$ cat src/rtl/ps2_rx_fifo_if.sv
// Consumer-side bus of the PS/2 receive FIFO, plus receiver debug visibility.
// Handshake: ready is the valid flag for data; a byte is consumed on each rising clk edge where ready=1 and nextdata_n=0.
interface ps2_rx_fifo_if #(
    parameter int FIFO_DEPTH = 8
);
    localparam int AW = $clog2(FIFO_DEPTH);

    logic          nextdata_n;
    logic [7:0]    data;
    logic          ready;
    logic          overflow;
    logic          frame_err;
    logic [1:0]    rx_state;
    logic [AW:0]   count;

    modport master (
        input  nextdata_n,
        output data, ready, overflow, frame_err, rx_state, count
    );

    modport slave (
        output nextdata_n,
        input  data, ready, overflow, frame_err, rx_state, count
    );
endinterface

$ cat src/rtl/ps2_rx_fifo.sv
// PS/2 device-to-host frame receiver with parity/framing/timeout checks,
// feeding a byte FIFO popped by an active-low nextdata_n request.
module ps2_rx_fifo #(
    parameter int FIFO_DEPTH  = 8,
    parameter int TIMEOUT_CYC = 5000
) (
    input  logic          clk,
    input  logic          clr,
    input  logic          ps2_clk,
    input  logic          ps2_data,
    ps2_rx_fifo_if.master bus
);
    localparam int AW = $clog2(FIFO_DEPTH);
    localparam int TW = $clog2(TIMEOUT_CYC + 1);

    typedef enum logic [1:0] {
        IDLE  = 2'd0,
        SHIFT = 2'd1,
        CHECK = 2'd2
    } rx_state_e;

    rx_state_e     state, state_next;
    logic [2:0]    clk_sync, dat_sync;
    logic [3:0]    bit_cnt;
    logic [10:0]   frame;
    logic [TW-1:0] to_cnt;
    logic [7:0]    mem [FIFO_DEPTH];
    logic [AW-1:0] wr_ptr, rd_ptr;
    logic [AW:0]   count;
    logic          overflow, frame_err;
    logic          fall, bit_in, timeout, frame_ok;
    logic          sample, err_set, wr_req;
    logic          full, push, drop, pop, not_empty;

    // Data is taken from the same synchroniser stage as the clock it is qualified by.
    assign fall    = clk_sync[2] & ~clk_sync[1];
    assign bit_in  = dat_sync[1];
    assign timeout = (to_cnt == TW'(TIMEOUT_CYC - 1));

    // frame[0]=start, frame[8:1]=D0..D7, frame[9]=parity, frame[10]=stop
    assign frame_ok = ~frame[0] & frame[10] & (^frame[9:1]);

    assign not_empty = (count != '0);
    assign full      = (count == (AW+1)'(FIFO_DEPTH));
    assign push      = wr_req & ~full;
    assign drop      = wr_req & full;
    assign pop       = ~bus.nextdata_n & not_empty;

    assign bus.ready     = not_empty;
    assign bus.data      = not_empty ? mem[rd_ptr] : 8'h00;
    assign bus.overflow  = overflow;
    assign bus.frame_err = frame_err;
    assign bus.rx_state  = state;
    assign bus.count     = count;

    always_ff @(posedge clk) begin
        if (clr) state <= IDLE;
        else     state <= state_next;
    end

    always_comb begin
        state_next = state;
        sample     = 1'b0;
        err_set    = 1'b0;
        wr_req     = 1'b0;
        case (state)
            IDLE: begin
                if (fall) begin
                    sample     = 1'b1;
                    state_next = SHIFT;
                end
            end
            SHIFT: begin
                if (fall) begin
                    sample = 1'b1;
                    if (bit_cnt == 4'd10) state_next = CHECK;
                end else if (timeout) begin
                    err_set    = 1'b1;
                    state_next = IDLE;
                end
            end
            CHECK: begin
                state_next = IDLE;
                if (frame_ok) wr_req  = 1'b1;
                else          err_set = 1'b1;
            end
            default: state_next = IDLE;
        endcase
    end

    always_ff @(posedge clk) begin
        if (clr) begin
            clk_sync  <= 3'b111;
            dat_sync  <= 3'b111;
            bit_cnt   <= 4'd0;
            frame     <= 11'd0;
            to_cnt    <= '0;
            wr_ptr    <= '0;
            rd_ptr    <= '0;
            count     <= '0;
            overflow  <= 1'b0;
            frame_err <= 1'b0;
        end else begin
            clk_sync <= {clk_sync[1:0], ps2_clk};
            dat_sync <= {dat_sync[1:0], ps2_data};

            if (state_next == IDLE) bit_cnt <= 4'd0;
            else if (sample)        bit_cnt <= bit_cnt + 4'd1;

            if (sample) frame <= {bit_in, frame[10:1]};

            if (sample || state != SHIFT) to_cnt <= '0;
            else                          to_cnt <= to_cnt + TW'(1);

            if (push) wr_ptr <= wr_ptr + AW'(1);
            if (pop)  rd_ptr <= rd_ptr + AW'(1);

            case ({push, pop})
                2'b10:   count <= count + (AW+1)'(1);
                2'b01:   count <= count - (AW+1)'(1);
                default: count <= count;
            endcase

            // A drop decided against the pre-pop full state wins over a same-cycle pop.
            if (drop)     overflow <= 1'b1;
            else if (pop) overflow <= 1'b0;

            if (err_set) frame_err <= 1'b1;
        end
    end

    always_ff @(posedge clk) begin
        if (!clr && push) mem[wr_ptr] <= frame[8:1];
    end
endmodule

$ cat src/flat_wrapper.sv
// flat-port wrapper written by rule: the top's interface ports become plain ports
module ps2_rx_fifo_flat 
#(
    parameter int FIFO_DEPTH  = 8,
    parameter int TIMEOUT_CYC = 5000
)
  (clk, clr, ps2_clk, ps2_data, bus_nextdata_n, bus_data, bus_ready, bus_overflow, bus_frame_err, bus_rx_state, bus_count);
  ps2_rx_fifo_if #(.FIFO_DEPTH(FIFO_DEPTH)) bus_i ();
  input  logic clk;
  input  logic clr;
  input  logic ps2_clk;
  input  logic ps2_data;
  input wire logic [$bits(bus_i.nextdata_n)-1:0] bus_nextdata_n;
  output wire logic [$bits(bus_i.data)-1:0] bus_data;
  output wire logic [$bits(bus_i.ready)-1:0] bus_ready;
  output wire logic [$bits(bus_i.overflow)-1:0] bus_overflow;
  output wire logic [$bits(bus_i.frame_err)-1:0] bus_frame_err;
  output wire logic [$bits(bus_i.rx_state)-1:0] bus_rx_state;
  output wire logic [$bits(bus_i.count)-1:0] bus_count;
  assign bus_i.nextdata_n = bus_nextdata_n;
  assign bus_data = bus_i.data;
  assign bus_ready = bus_i.ready;
  assign bus_overflow = bus_i.overflow;
  assign bus_frame_err = bus_i.frame_err;
  assign bus_rx_state = bus_i.rx_state;
  assign bus_count = bus_i.count;
  ps2_rx_fifo #(.FIFO_DEPTH(FIFO_DEPTH), .TIMEOUT_CYC(TIMEOUT_CYC)) u_core (.clk(clk), .clr(clr), .ps2_clk(ps2_clk), .ps2_data(ps2_data), .bus(bus_i));
endmodule
$ cat config.mk
export PLATFORM = sky130hd
export DESIGN_NAME = ps2_rx_fifo_flat
export DESIGN_NICKNAME = d
export VERILOG_FILES = /design/src/rtl/ps2_rx_fifo_if.sv /design/src/rtl/ps2_rx_fifo.sv /design/src/flat_wrapper.sv
export SDC_FILE = /design/constraint.sdc
export NUM_CORES = 1
export LEC_CHECK = 0
export BUFFER_PORTS_ARGS = -buffer_cell sky130_fd_sc_hd__buf_2
export CAP_MARGIN = 20
export CORE_MARGIN = 5
export CORE_UTILIZATION = 54
export CTS_BUF_LIST = sky130_fd_sc_hd__clkbuf_4 sky130_fd_sc_hd__clkbuf_8
export CTS_CLUSTER_DIAMETER = 200
export DETAILED_ROUTE_END_ITERATION = 6
export PLACE_DENSITY = 0.67
export SYNTH_ARGS = -nofsm -noshare
export SYNTH_HDL_FRONTEND = slang
export SYNTH_SLANG_ARGS = --single-unit
$ cat constraint.sdc
create_clock -name clk -period 3.8 [get_ports clk]
set_input_delay 0.19 -clock clk [delete_from_list [all_inputs] [get_ports clk]]
set_output_delay 0.19 -clock clk [all_outputs]
set_load 0.005 [all_outputs]
==> Word level (Yosys, flattened, before mapping) <==
Memories as Yosys holds them, arrays and structs flattened. A register that Yosys moved wholly into a read port is not among the register bits.
Index checks and enable logic that the tools add are counted.
{ "totals": {"in_bits": 5, "latch_bits": 0, "elab_cells": 69, "mem_bits_ro": 0, "ff_bits": 47, "ram_bits": 64, "output_inout_bits": 17, "n_memories": 1} }
{ "mem_list": {"columns": ["memory", "depth", "word_bits", "read_ports", "rd_ports_with_merged_regs", "wr", "line", "rtl"], "rows": [
  ["u_core.mem", 8, 8, 1, 1, 1, "ps2_rx_fifo.sv:27", "logic [7:0] mem [FIFO_DEPTH];"]
]} }
{ "op_classes": {"n_div": 0, "multipliers": 0, "bitwise_logic": 10, "magnitude_cmp": 0, "eq_ne": 8, "muxes": 21, "n_shift": 0, "addsub": 6, "reduce_logical": 12} }
{ "op_table": {"columns": ["operator", "count"], "rows": [
  ["13-bit by 1-bit adder with 13-bit output (second input constant)", 1],
  ["13-bit == test (second input constant)", 1],
  ["1-bit 2-to-1 mux", 11],
  ["9-bit parity", 1],
  ["4-bit by 1-bit adder with 4-bit output (second input constant)", 2],
  ["4-bit == test (second input constant)", 2],
  ["2-bit 2-to-1 mux", 4],
  ["8-bit 2-to-1 mux", 1],
  ["4-bit case mux with 2 select lines", 1],
  ["3-bit by 1-bit adder with 3-bit output (second input constant)", 2],
  ["1-bit AND", 6],
  ["3-bit 2-to-1 mux", 2],
  ["2-bit OR reduction", 3],
  ["2-bit by 1-bit == test with 1-bit output (second input constant)", 2],
  ["2-bit == test (second input constant)", 2],
  ["2-bit zero test", 2],
  ["1-bit NOT", 4],
  ["2-bit case mux with 2 select lines", 1],
  ["2-bit nonzero test", 2],
  ["4-bit nonzero test", 1],
  ["4-bit by 1-bit subtractor with 4-bit output (second input constant)", 1],
  ["2-bit by 1-bit != test with 1-bit output (second input constant)", 1],
  ["1-bit case mux with 2 select lines", 1],
  ["1-bit logical AND", 1],
  ["other kinds (2)", 2]
]} }

==> Depth between registers and ports, before layout <==
{ "logic_depth": {"ltp_word": 9, "mapped_depth": 13} }

==> Worst setup path before layout <==
OpenSTA, ideal clock, no wires.
{ "synth_path": {"kind": "reg-to-reg", "from": "reg u_core.frame[5]", "to": "mem u_core.mem[0][0], enable pin", "path_buffers": 1, "synth_period_minus_slack_ns": 2.853, "setup_ns": 0.395, "path_stages_with_launch": 8, "path_slack_ns": 0.947, "t_arrival_ns": 2.458, "path_cell_list": "dfxtp_1 > xnor2_1 > xnor3_1 > xnor2_1 > and4_2 > buf_2 > nand2b_1 > nor4_1"} }
{ "synth_via": {"elab_chain_cells": 8} }
{ "synth_rtl": {"columns": ["element", "line", "rtl"], "rows": [
  ["from (decl)", "ps2_rx_fifo.sv:25", "logic [10:0] frame;"],
  ["from (signal assigned)", "ps2_rx_fifo.sv:110", "if (sample) frame <= {bit_in, frame[10:1]};"],
  ["9-bit parity", "ps2_rx_fifo.sv:41", "assign frame_ok = ~frame[0] & frame[10] & (^frame[9:1]);"],
  ["1-bit AND", "ps2_rx_fifo.sv:41", null],
  ["1-bit 2-to-1 mux", "ps2_rx_fifo.sv:84", "if (frame_ok) wr_req = 1'b1;"],
  ["1-bit 2-to-1 mux", "ps2_rx_fifo.sv:66", "case (state)"],
  ["1-bit AND", "ps2_rx_fifo.sv:45", "assign push = wr_req & ~full;"],
  ["1-bit logical AND", "ps2_rx_fifo.sv:133", "if (!clr && push) mem[wr_ptr] <= frame[8:1];"],
  ["1-bit 2-to-1 mux", "ps2_rx_fifo.sv:133", null],
  ["1-bit 2-to-1 mux (not written as such)", "ps2_rx_fifo.sv:133", null],
  ["to (decl)", "ps2_rx_fifo.sv:27", null]
]} }
Every way passes these cells.

==> Worst setup path in the final report <==
{ "layout_path": {"from": "reg u_core.frame[4]", "to": "reg u_core.count[2], in the netlist u_core.bus.count[2]"} }
{ "layout_via": {"elab_chain_cells": 7} }
{ "layout_rtl": {"columns": ["element", "line", "rtl"], "rows": [
  ["9-bit parity *", "ps2_rx_fifo.sv:41", null],
  ["1-bit AND *", "ps2_rx_fifo.sv:41", null],
  ["1-bit 2-to-1 mux *", "ps2_rx_fifo.sv:84", null],
  ["1-bit 2-to-1 mux *", "ps2_rx_fifo.sv:66", null],
  ["1-bit AND *", "ps2_rx_fifo.sv:45", null],
  ["2-bit by 1-bit == test with 1-bit output or 2-bit == test (tied branches)", "ps2_rx_fifo.sv:118", "case ({push, pop})"],
  ["4-bit case mux with 2 select lines or 2-bit nonzero test (tied branches)", null, null],
  ["to (signal assigned)", "ps2_rx_fifo.sv:119", "2'b10: count <= count + (AW+1)'(1);"],
  ["to (signal assigned)", "ps2_rx_fifo.sv:120", "2'b01: count <= count - (AW+1)'(1);"],
  ["to (signal assigned)", "ps2_rx_fifo.sv:121", "default: count <= count;"],
  ["to (decl)", "ps2_rx_fifo.sv:29", "logic [AW:0] count;"]
]} }
Mark *: on every way between the ends. The rest lies on a longest branch, timed or not.
A chain may end at the register's enable or synchronous reset.

==> results.yml <==
power:
  switching_share_pct: 20.6
  clkPwrFrac_pct: 46.2
  power_density_nw_per_um2: 461
  p_total_mw: 2.46
  seq_power_share_pct: 52.6
  internal_power_mw: 1.96
  leakagePower_nw: 1.84
  ir_drop_mv: 0.238
  switching_power_mw: 0.507
  comb_power_share_pct: 1.3
timing:
  hold_viol: 0
  rsz0062_at_grt: "no"
  post-route-period-util_pct: 80.7
  hold_ws_ps: 107
  tns_ps: 0
  layout_min_cycle_time_ps: 3070
  fin_skew_ps: 6.41
  worst_pin_slew_ps: 823
  drv_slew: 0
  finalSetupViolCount: 0
  fmax_ghz: 0.326
  slew_headroom_pct: 45.1
floorplanning:
  io_pins: 22
  rows: 33
  coreArea_um2: 8300
  die_area_um2: 10500
  fp.dieW_um: 103
  die_h_um: 103
  start_util_pct: 55.9
critical_path:
  path_class: "reg2reg"
  r2r_slack_ps: 730
  regToRegStartpoint: "u_core.frame[4]"
  crit_start: "u_core.frame[4]"
  path_cells: "xnor2_1 > xnor3_1 > xnor2_1 > and4_2 > inv_1 > ha_1 > xor2_1 > ha_1 > a21oi_1 > xor2_1 > or3_1 > a21oi_1"
  cp_slowest_cell: "dfxtp_1"
  startpoint_type: "flop"
  r2r_end: "u_core.bus.count[2]"
  cpPeakStageDelay_ps: 520
  arrival_ps: 3410
  critPathMaxFanout: 11
  cp.required_ps: 4140
  cp-end-kind: "flop"
  r2r_cells: 12
cts:
  cts_resized: 0
  htree_levels: 4
  clk_pin_slew_ps: 70
  cts_sinks: 114
  cts_buffers: 17
  postCtsSetupRepairBufs: 0
  clk_latency_ps: 420
  root_buffer: "clkbuf_8"
  cts_tree: "built"
  clk_path_buf_depth: 2
detailed_routing:
  vias_per_cell: 5.34
  drt_iter0_drc: 104
  vias: 2766
  drt-pass1-iter-count: 4
  route.detailed.wl_per_inst_um: 15.9
  postRouteAntennaNets: 0
  wl_um: 8220
  drcViolationCount: 0
hold_path:
  hold_class: "in2reg"
  hold_path_startpoint: "bus_nextdata_n"
  hold_depth: 3
  whs_endpoint: "u_core.bus.overflow"
job:
  max_cap_viol_count: 0
synth:
  ys_ff_latch: 114
  syn_area_um2: 4640
  syn_avg_cell_area_um2: 12.9
  seq_area_frac_synth_pct: 63.0
  ys_warn_count: 0
  ys_types: 37
  synth_cells: 361
  syn_nets: 377
global_route:
  grt_pass1_wl_um: 13600
  grt_max_degree: 37
  grt_pass1_vias: 2711
  grt_overflow: 0
  antenna_found_initial: 0
  gr-usage-all-layers_pct: 17.4
placement:
  numPortBuffers: 21
  routabilityCongestion: 0.783
  dp_hpwl_um: 5200
finish:
  n_antenna_cell: 0
  syn_to_final_growth_pct: 15.1
  finalNetCount: 416
  layout-drive-gt1-share_pct: 22.3
status:
  status: "finished, final reports clean"
-- flip-flops by register name, summed over array words and instances, names as in the netlist, named ones only --
signal	flops
u_core.mem	64
u_core.to_cnt	13
u_core.frame	11
u_core.bit_cnt	4
u_core.bus.count	4
u_core.clk_sync	3
u_core.rd_ptr	3
u_core.wr_ptr	3
u_core.bus.rx_state	2
u_core.dat_sync	2
u_core.bus.frame_err	1
u_core.bus.overflow	1
-- through the flow --
step | cell area, µm² | utilization [%] | worst slack, ps | cells
after global placement | 4910 | 59.2 | 807 | 484
after floorplan | 4640 | - | 947 | 361
after global routing | 5340 | 64.3 | 496 | 518
after detailed placement | 4910 | 59.2 | 768 | 484
after CTS | 5340 | 64.3 | 733 | 518
final | 5340 | 64.3 | 732 | 518
-- worst max-delay path: cells and delay by family (launching register included) --
| family | cells | cell delay [ps] |
|---|---|---|
| XOR/XNOR | 5 | 1030 |
| AND/OR/NAND/NOR | 2 | 630 |
| flip-flops | 1 | 520 |
| adder cells (fa/ha/maj) | 2 | 440 |
| AO/OA/AOI/OAI | 2 | 290 |
| buffers and inverters | 1 | 80 |
-- final cells by class --
| class | instances | area [µm²] |
|---|---|---|
| Timing Repair Buffer | 35 | 215 |
| Inverter | 8 | 30.0 |
| Sequential cell | 114 | 2920 |
| Clock inverter | 14 | 165 |
| Multi-Input combinational cell | 224 | 1630 |
| Fill cell | 659 | 2960 |
| Tap cell | 105 | 131 |
| Clock buffer | 18 | 241 |
-- worst max-delay path by stage --
stage	to	slack, ps	cells past startpoint
2_1_floorplan	u_core.mem[0][0]	950	7
3_3_place_gp	u_core.bus.count[2]	810	12
3_5_place_dp	u_core.bus.count[2]	770	12
4_1_cts	u_core.bus.count[2]	730	12
5_1_grt	u_core.bus.count[2]	500	12
6_report	u_core.bus.count[2]	730	12
-- metal layers --
layer  track usage [%]  vias up  routed length (µm)
met1              23.0     1328                3780
met2              27.5       52                4010
met3              6.29        5                 376
met4              4.54        0                  58
met5                 0        -                   0
li1                  -     1381                   -
-- power groups by stage --
stage          clock [mW]  sequential, mW  combinational (mW)
2_1_floorplan           0            1.32              0.0214
3_3_place_gp            0            1.32              0.0298
3_5_place_dp            0            1.32              0.0300
4_1_cts              1.16            1.29              0.0318
5_1_grt              1.22            1.29              0.0354
6_report             1.14            1.29              0.0314
-- synth_stat cells, drive strengths merged --
| library cell | count | area share (%) |
|---|---|---|
| a211oi | 1 | 0.16 |
| clkbuf | 11 | 0.89 |
| or3 | 6 | 0.84 |
| a31oi | 2 | 0.27 |
| nor2 | 40 | 3.2 |
| a221oi | 1 | 0.19 |
| xnor3 | 1 | 0.49 |
| edfxtp | 64 | 41 |
| o21ai | 10 | 1.1 |
| or2 | 7 | 0.94 |
| xor2 | 13 | 2.5 |
| inv | 8 | 0.65 |
| nand4 | 3 | 0.40 |
| or4 | 1 | 0.16 |
| nand3 | 7 | 0.76 |
| o21ba | 2 | 0.43 |
| nor3 | 4 | 0.43 |
| buf | 4 | 0.40 |
| nor4 | 3 | 0.40 |
| mux2i | 10 | 2.2 |
| nor4b | 2 | 0.38 |
| ha | 11 | 3.0 |
| nand3b | 2 | 0.32 |
| o32a | 1 | 0.22 |
| a21oi | 23 | 2.5 |
| nor2b | 5 | 0.67 |
| xnor2 | 9 | 1.9 |
| mux4 | 16 | 7.8 |
| o31ai | 1 | 0.16 |
| dfxtp | 50 | 22 |
| and3 | 1 | 0.13 |
| nand2b | 3 | 0.40 |
| and4 | 1 | 0.22 |
| nand2 | 38 | 3.1 |
-- kinds of logic (layout without fill, tap and decap cells) --
logic type / Yosys count / in the layout / share of synthesized area, %
buffers and inverters: 23 / 75 / 1.94
adder cells (fa/ha/maj): 11 / 11 / 2.97
AND/OR/NAND/NOR: 123 / 123 / 12.4
AO/OA/AOI/OAI: 41 / 41 / 4.99
flip-flops: 114 / 114 / 63.0
multiplexers: 26 / 26 / 9.92
XOR/XNOR: 23 / 23 / 4.80
-- cell usage in the layout, fill, tap and decap left out, types with 2 or more instances in the layout --
cell type      count
o21ai_0           10
nor4b_1            2
ha_1              11
dlygate4sd3_1      2
a31oi_1            2
inv_1              8
edfxtp_1          64
nand3_1            7
dfxtp_1           50
clkinv_1           2
nor3_1             4
a21oi_1           23
nand3b_1           2
nand2b_1           3
clkinv_2           2
or3_1              5
clkinvlp_4         3
nor4_1             2
buf_4             12
mux4_2            16
clkbuf_8          17
nor2_1            40
xor2_1            13
nand4_1            3
nand2_1           38
bufinv_16          3
clkinv_4           4
nor2b_1            5
mux2i_1           10
o21ba_2            2
buf_2             21
xnor2_1            8
or2_2              7
-- timing repair --
action	4_1_cts	5_1_grt
hold endpoints to repair	2	0
hold buffers	2	0
endpoints found under the setup margin	0	0
(Power assumes the default switching activity.)
